### src/rtl/commit_free_list_if.sv
// rtl/commit_free_list_if.sv - rename allocation and commit free handshake bundle
interface commit_free_list_if #(
    parameter int p_phys_addr_bits = 6
);
    logic                        alloc_rdy;
    logic                        alloc_en;
    logic [p_phys_addr_bits-1:0] alloc_preg;
    logic                        commit_val;
    logic                        commit_wen;
    logic [p_phys_addr_bits-1:0] commit_ppreg;
    logic [p_phys_addr_bits:0]   free_count;

    modport slave (
        output alloc_rdy,
        output alloc_preg,
        output free_count,
        input  alloc_en,
        input  commit_val,
        input  commit_wen,
        input  commit_ppreg
    );

    modport master (
        input  alloc_rdy,
        input  alloc_preg,
        input  free_count,
        output alloc_en,
        output commit_val,
        output commit_wen,
        output commit_ppreg
    );
endinterface

### src/rtl/commit_free_list.sv
// rtl/commit_free_list.sv - circular physical-register free list between commit and rename
module commit_free_list #(
    parameter int p_phys_addr_bits = 6,
    parameter int p_num_phys_regs  = 2 ** p_phys_addr_bits,
    parameter int p_num_arch_regs  = 32
) (
    input  logic           clk,
    input  logic           rst,
    commit_free_list_if.slave fl
);
    localparam int                        c_init_free = p_num_phys_regs - p_num_arch_regs;
    localparam logic [p_phys_addr_bits:0] c_full      = (p_phys_addr_bits+1)'(p_num_phys_regs);

    logic [p_phys_addr_bits-1:0] buf_q [p_num_phys_regs];
    logic [p_phys_addr_bits-1:0] head_q;
    logic [p_phys_addr_bits-1:0] tail_q;
    logic [p_phys_addr_bits:0]   count_q;

    logic alloc_rdy;
    logic fire;
    logic free_fire;
    logic free_ok;

    // alloc_rdy is a pure function of state, so a same-cycle free can never make it rise
    assign alloc_rdy = (count_q != '0);
    assign fire      = fl.alloc_en & alloc_rdy;
    assign free_fire = fl.commit_val & fl.commit_wen & (fl.commit_ppreg != '0);
    assign free_ok   = free_fire & (count_q != c_full);

    assign fl.alloc_rdy  = alloc_rdy;
    assign fl.alloc_preg = buf_q[head_q];
    assign fl.free_count = count_q;

    always_ff @(posedge clk) begin
        if (rst) begin
            for (int i = 0; i < p_num_phys_regs; i++) begin
                buf_q[i] <= (i < c_init_free) ? p_phys_addr_bits'(p_num_arch_regs + i) : '0;
            end
            head_q  <= '0;
            tail_q  <= p_phys_addr_bits'(c_init_free);
            count_q <= (p_phys_addr_bits+1)'(c_init_free);
        end else begin
            if (free_ok) begin
                buf_q[tail_q] <= fl.commit_ppreg;
                tail_q        <= tail_q + 1'b1;
            end
            if (fire) begin
                head_q <= head_q + 1'b1;
            end
            count_q <= count_q + {{p_phys_addr_bits{1'b0}}, free_ok}
                               - {{p_phys_addr_bits{1'b0}}, fire};
        end
    end

`ifndef SYNTHESIS
    always @(posedge clk) begin
        if (!rst) begin
            assert (!(fl.alloc_en && !alloc_rdy))
                else $error("commit_free_list: alloc_en with empty free list");
            assert (!(free_fire && count_q == c_full))
                else $error("commit_free_list: free into full list dropped");
        end
    end

    function automatic string linetrace();
        string s;
        s = $sformatf("%02h:%02h:%02h", head_q, tail_q, count_q);
        if (fire)    s = {s, $sformatf(" A%02h", buf_q[head_q])};
        if (free_ok) s = {s, $sformatf(" F%02h", fl.commit_ppreg)};
        return s;
    endfunction
`endif
endmodule

### src/flat_wrapper.sv
// flat-port wrapper written by rule: the top's interface ports become plain ports
module commit_free_list_flat 
#(
    parameter int p_phys_addr_bits = 6,
    parameter int p_num_phys_regs  = 2 ** p_phys_addr_bits,
    parameter int p_num_arch_regs  = 32
)
  (clk, rst, fl_alloc_rdy, fl_alloc_preg, fl_free_count, fl_alloc_en, fl_commit_val, fl_commit_wen, fl_commit_ppreg);
  commit_free_list_if #(.p_phys_addr_bits(p_phys_addr_bits)) fl_i ();
  input  logic clk;
  input  logic rst;
  output wire logic [$bits(fl_i.alloc_rdy)-1:0] fl_alloc_rdy;
  output wire logic [$bits(fl_i.alloc_preg)-1:0] fl_alloc_preg;
  output wire logic [$bits(fl_i.free_count)-1:0] fl_free_count;
  input wire logic [$bits(fl_i.alloc_en)-1:0] fl_alloc_en;
  input wire logic [$bits(fl_i.commit_val)-1:0] fl_commit_val;
  input wire logic [$bits(fl_i.commit_wen)-1:0] fl_commit_wen;
  input wire logic [$bits(fl_i.commit_ppreg)-1:0] fl_commit_ppreg;
  assign fl_alloc_rdy = fl_i.alloc_rdy;
  assign fl_alloc_preg = fl_i.alloc_preg;
  assign fl_free_count = fl_i.free_count;
  assign fl_i.alloc_en = fl_alloc_en;
  assign fl_i.commit_val = fl_commit_val;
  assign fl_i.commit_wen = fl_commit_wen;
  assign fl_i.commit_ppreg = fl_commit_ppreg;
  commit_free_list #(.p_phys_addr_bits(p_phys_addr_bits), .p_num_phys_regs(p_num_phys_regs), .p_num_arch_regs(p_num_arch_regs)) u_core (.clk(clk), .rst(rst), .fl(fl_i));
endmodule
### config.mk
export PLATFORM = sky130hd
export DESIGN_NAME = commit_free_list_flat
export DESIGN_NICKNAME = d
export VERILOG_FILES = /design/src/rtl/commit_free_list_if.sv /design/src/rtl/commit_free_list.sv /design/src/flat_wrapper.sv
export SDC_FILE = /design/constraint.sdc
export NUM_CORES = 1
export LEC_CHECK = 0
export BUFFER_PORTS_ARGS = -buffer_cell sky130_fd_sc_hd__buf_4
export CAP_MARGIN = 5
export CELL_PAD_IN_SITES_DETAIL_PLACEMENT = 1
export CELL_PAD_IN_SITES_GLOBAL_PLACEMENT = 1
export CORE_MARGIN = 4
export CORE_UTILIZATION = 43
export DETAILED_ROUTE_END_ITERATION = 10
export PLACE_DENSITY_LB_ADDON = 0.1
export SYNTH_ARGS = -nofsm -noshare
export SYNTH_HDL_FRONTEND = slang
export SYNTH_SLANG_ARGS = --single-unit
### constraint.sdc
create_clock -name clk -period 3.35 [get_ports clk]
set_input_delay 0.5025 -clock clk [delete_from_list [all_inputs] [get_ports clk]]
set_output_delay 0.5025 -clock clk [all_outputs]
set_load 0.02 [all_outputs]
==> metrics <==
status finished clean; Hold Slack around 0.24 ns; CP Capture Type primary output; largest net degree at the start of global routing 65; number of diodes 0; Post-Synthesis Cells 1409; Initial DRC Count 1187; htree depth 2; CTS root buf clkbuf_16; clock skew about 0.027 ns; clk_lat worst skew just under 0.6 ns; Die Width between 200 and 250 microns; Avg Inst Size Synth around 14 sq um; delay-heaviest family, CP compound AO/OA/AOI/OAI gates; setup ws final approximately 0.049 ns; Design Area, Final 22000 sq um; Tot Pwr 13.1 mW; DRC violation count after routing 0; ANT nets after route 0; CTS tree built; sequential element share of the synthesized area between 60% and 70%; hold-critical path depth 2; slowest CP cell mux4_2; Worst Tran Pin Value 1.01 ns; die height about 220 microns; Max stage delay on crit path between 0.5 and 0.6 ns; Hold Buf Count CTS 0; Initial Utilization around 43%; synth top area cells edfxtp_1 (60%), mux4_2 (11%), nor3_1 (5.1%); Yosys warning total 0; initial antenna violation count 0; post-DP HPWL around 36000 microns; post-synth cell types between 60 and 70; cell taking the most area after synthesis edfxtp_1; Max-slew headroom around 33%; Vias/cell 5.89; worst slack, placed roughly 0.24 ns; Area Growth Syn to Fin 14.6%; Main synth FF type edfxtp_1; Reg2Reg Capture Point u_core.fl.free_count[6]; Die Area 48000 sq um; Detailed Routing Iterations Pass 1 7; register clock-pin slew on the reported worst setup and hold paths about 0.06 ns; critical path class reg2out; Post-DP Area about 20000 sq um; Power per Cell Area roughly 600 nW/um^2; FP Rows between 70 and 80; Post-Syn Area 19200 sq um; Seq cells post-synth 409; Global Route Usage Sum a little under a quarter; Max clock buf depth 3; Final period util a little over nine tenths; fmax 303 MHz; total gr overflow 0; total core area 44100 sq um; final WL 55500 microns; Worst Setup Start Kind flop; setup violators final 0; Net count, final around 1400; WL/cell about 27 microns; Final Hold Viols 0; via count 12000; hold_sp fl_commit_ppreg[2]; Critical Path Most Common Cell buf_4; asr flop ratio synth 0%; I/O pins 25; first-pass GRT wire length 84100 microns; share of the synthesized area in the top cell type approximately 60%; CP Max Fanout 10; TritonCTS buffer count between 40 and 50; number of global-route vias before repair 12700; maximum vdd drop about 0.34 mV; Max-Cap Viols 0; CP Buf/Inv Count 3; R2R cell count 13; CP required between 2 and 3 ns; CTS sink cnt a little over 400; P_leak around 6.9 nW; Worst EP arrival ~2.8 ns; crit path time final between 3 and 4 ns; Post-Syn Nets about 1400; Worst Hold End u_core.buf_q[7][2]; GP Congestion ~0.8; FF-to-FF setup slack 0.26 ns; port bufs 24; worst r2r src u_core.fl.free_count[2]; worst path cell trace buf_4 > buf_16 > mux4_2 > o22ai_1 > o21ai_1 > a32o_2 > buf_4; Final Max Slew Viols 0; share of cells above drive strength 1 between 20% and 30%; Hold Path Class in2reg; number of synthesized flops with an enable pin roughly 380
[state kept, by name (all words and copies together) (netlist names), named ones only]
name	flops
u_core.buf_q	384
u_core.fl.free_count	7
u_core.head_q	6
u_core.tail_q	6
[how the worst max path moves through the flow]
stage / cells past startpoint / slack, ns / to / startpoint
finish: 7 / 0.05 / fl_alloc_preg[4] / flop
global route: 7 / -0.01 / fl_alloc_preg[4] / flop
global placement: 13 / 0.35 / u_core.fl.free_count[6] / u_core.fl.free_count[2]
floorplan: 13 / 0.32 / u_core.fl.free_count[6] / u_core.fl.free_count[2]
detailed placement: 13 / 0.24 / u_core.fl.free_count[6] / u_core.fl.free_count[2]
CTS: 7 / -0.0006 / fl_alloc_preg[4] / flop
[cells in the final DEF (no fill, tap or decap), types with 11 or more instances in the layout]
master,n
nand2_1,65
nand3_1,47
mux4_2,96
clkbuf_16,48
ha_1,11
buf_12,11
edfxtp_1,384
nor2_1,105
or3_1,29
dfxtp_1,22
nand4_1,17
or2_1,14
buf_4,88
nor3_1,195
nand2b_1,28
or2_2,38
and2_1,47
[metrics by stage]
stage                     utilization [%]  std cells    TNS, ns
after floorplan                         -       1409          0
final                                49.8       2041          0
after CTS                            49.4       2034  -0.000586
after detailed placement             45.6       1945          0
after global placement               45.6       1945          0
after global routing                 49.8       2041    -0.0288
[worst reg2reg max path, cell delays in order, from the launching register on]
cell and delay (ns):
dfxtp_1 0.33, inv_1 0.08, ha_1 0.14, nor4bb_4 0.49, a21boi_1 0.18, ha_1 0.31, inv_1 0.04, ha_1 0.21
fa_1 0.44, a21oi_1 0.15, o21bai_1 0.11, a21oi_1 0.15, o21bai_1 0.08, mux2_2 0.26
[power by group]
| part | internal, mW | switching [mW] | leakage, nW | total [mW] |
|---|---|---|---|---|
| clock | 3.08 | 2.14 | 0.742 | 5.22 |
| combinational | 0.911 | 1.11 | 2.33 | 2.02 |
| sequential | 5.77 | 0.136 | 3.88 | 5.91 |
| total | 9.76 | 3.38 | 6.95 | 13.1 |
[per-layer routing]
layer | vias to the layer above | GRT usage, % | wire (microns)
met5 | - | 0 | 0
met4 | 0 | 5.90 | 1020
met3 | 60 | 3.77 | 2720
met2 | 295 | 37.7 | 26400
met1 | 6304 | 34.5 | 25400
li1 | 5363 | - | -
[repair_timing]
| item | in CTS | in global routing |
|---|---|---|
| cloned | 3 | 0 |
| setup buffers | 1 | 7 |
| gates resized for setup | 17 | 22 |
| endpoints found under the setup margin | 6 | 6 |
[cell usage after synthesis (10+ instances only)]
library cell	instances
nand2_1	65
a21oi_1	10
edfxtp_1	384
o221ai_1	10
nor3_1	195
nand4_1	17
ha_1	11
clkbuf_1	98
or2_1	14
nor2b_1	10
nand3_1	47
nand2b_1	28
and2_1	47
nor2_1	105
or3_1	30
dfxtp_1	25
buf_2	34
or2_2	38
mux4_2	96
[cells by family (layout without fill, tap and decap cells)]
logic type | count (synthesis) | in the layout | share of synthesized area [%]
XOR/XNOR | 13 | 13 | 0.594
adder cells (fa/ha/maj) | 12 | 12 | 0.822
buffers and inverters | 166 | 206 | 3.90
AO/OA/AOI/OAI | 73 | 73 | 2.81
AND/OR/NAND/NOR | 630 | 630 | 17.3
multiplexers | 106 | 106 | 11.8
flip-flops | 409 | 409 | 62.7
[final cells by class]
type | instances | area, sq um
fillers | 4412 | 22200
inverters | 15 | 58.8
clock buffers | 59 | 1270
well taps | 592 | 741
repair buffers | 106 | 1040
multi-input cells | 834 | 6550
clock inverters | 26 | 268
flip-flops and latches | 409 | 12000
(Power assumes the default switching activity.)
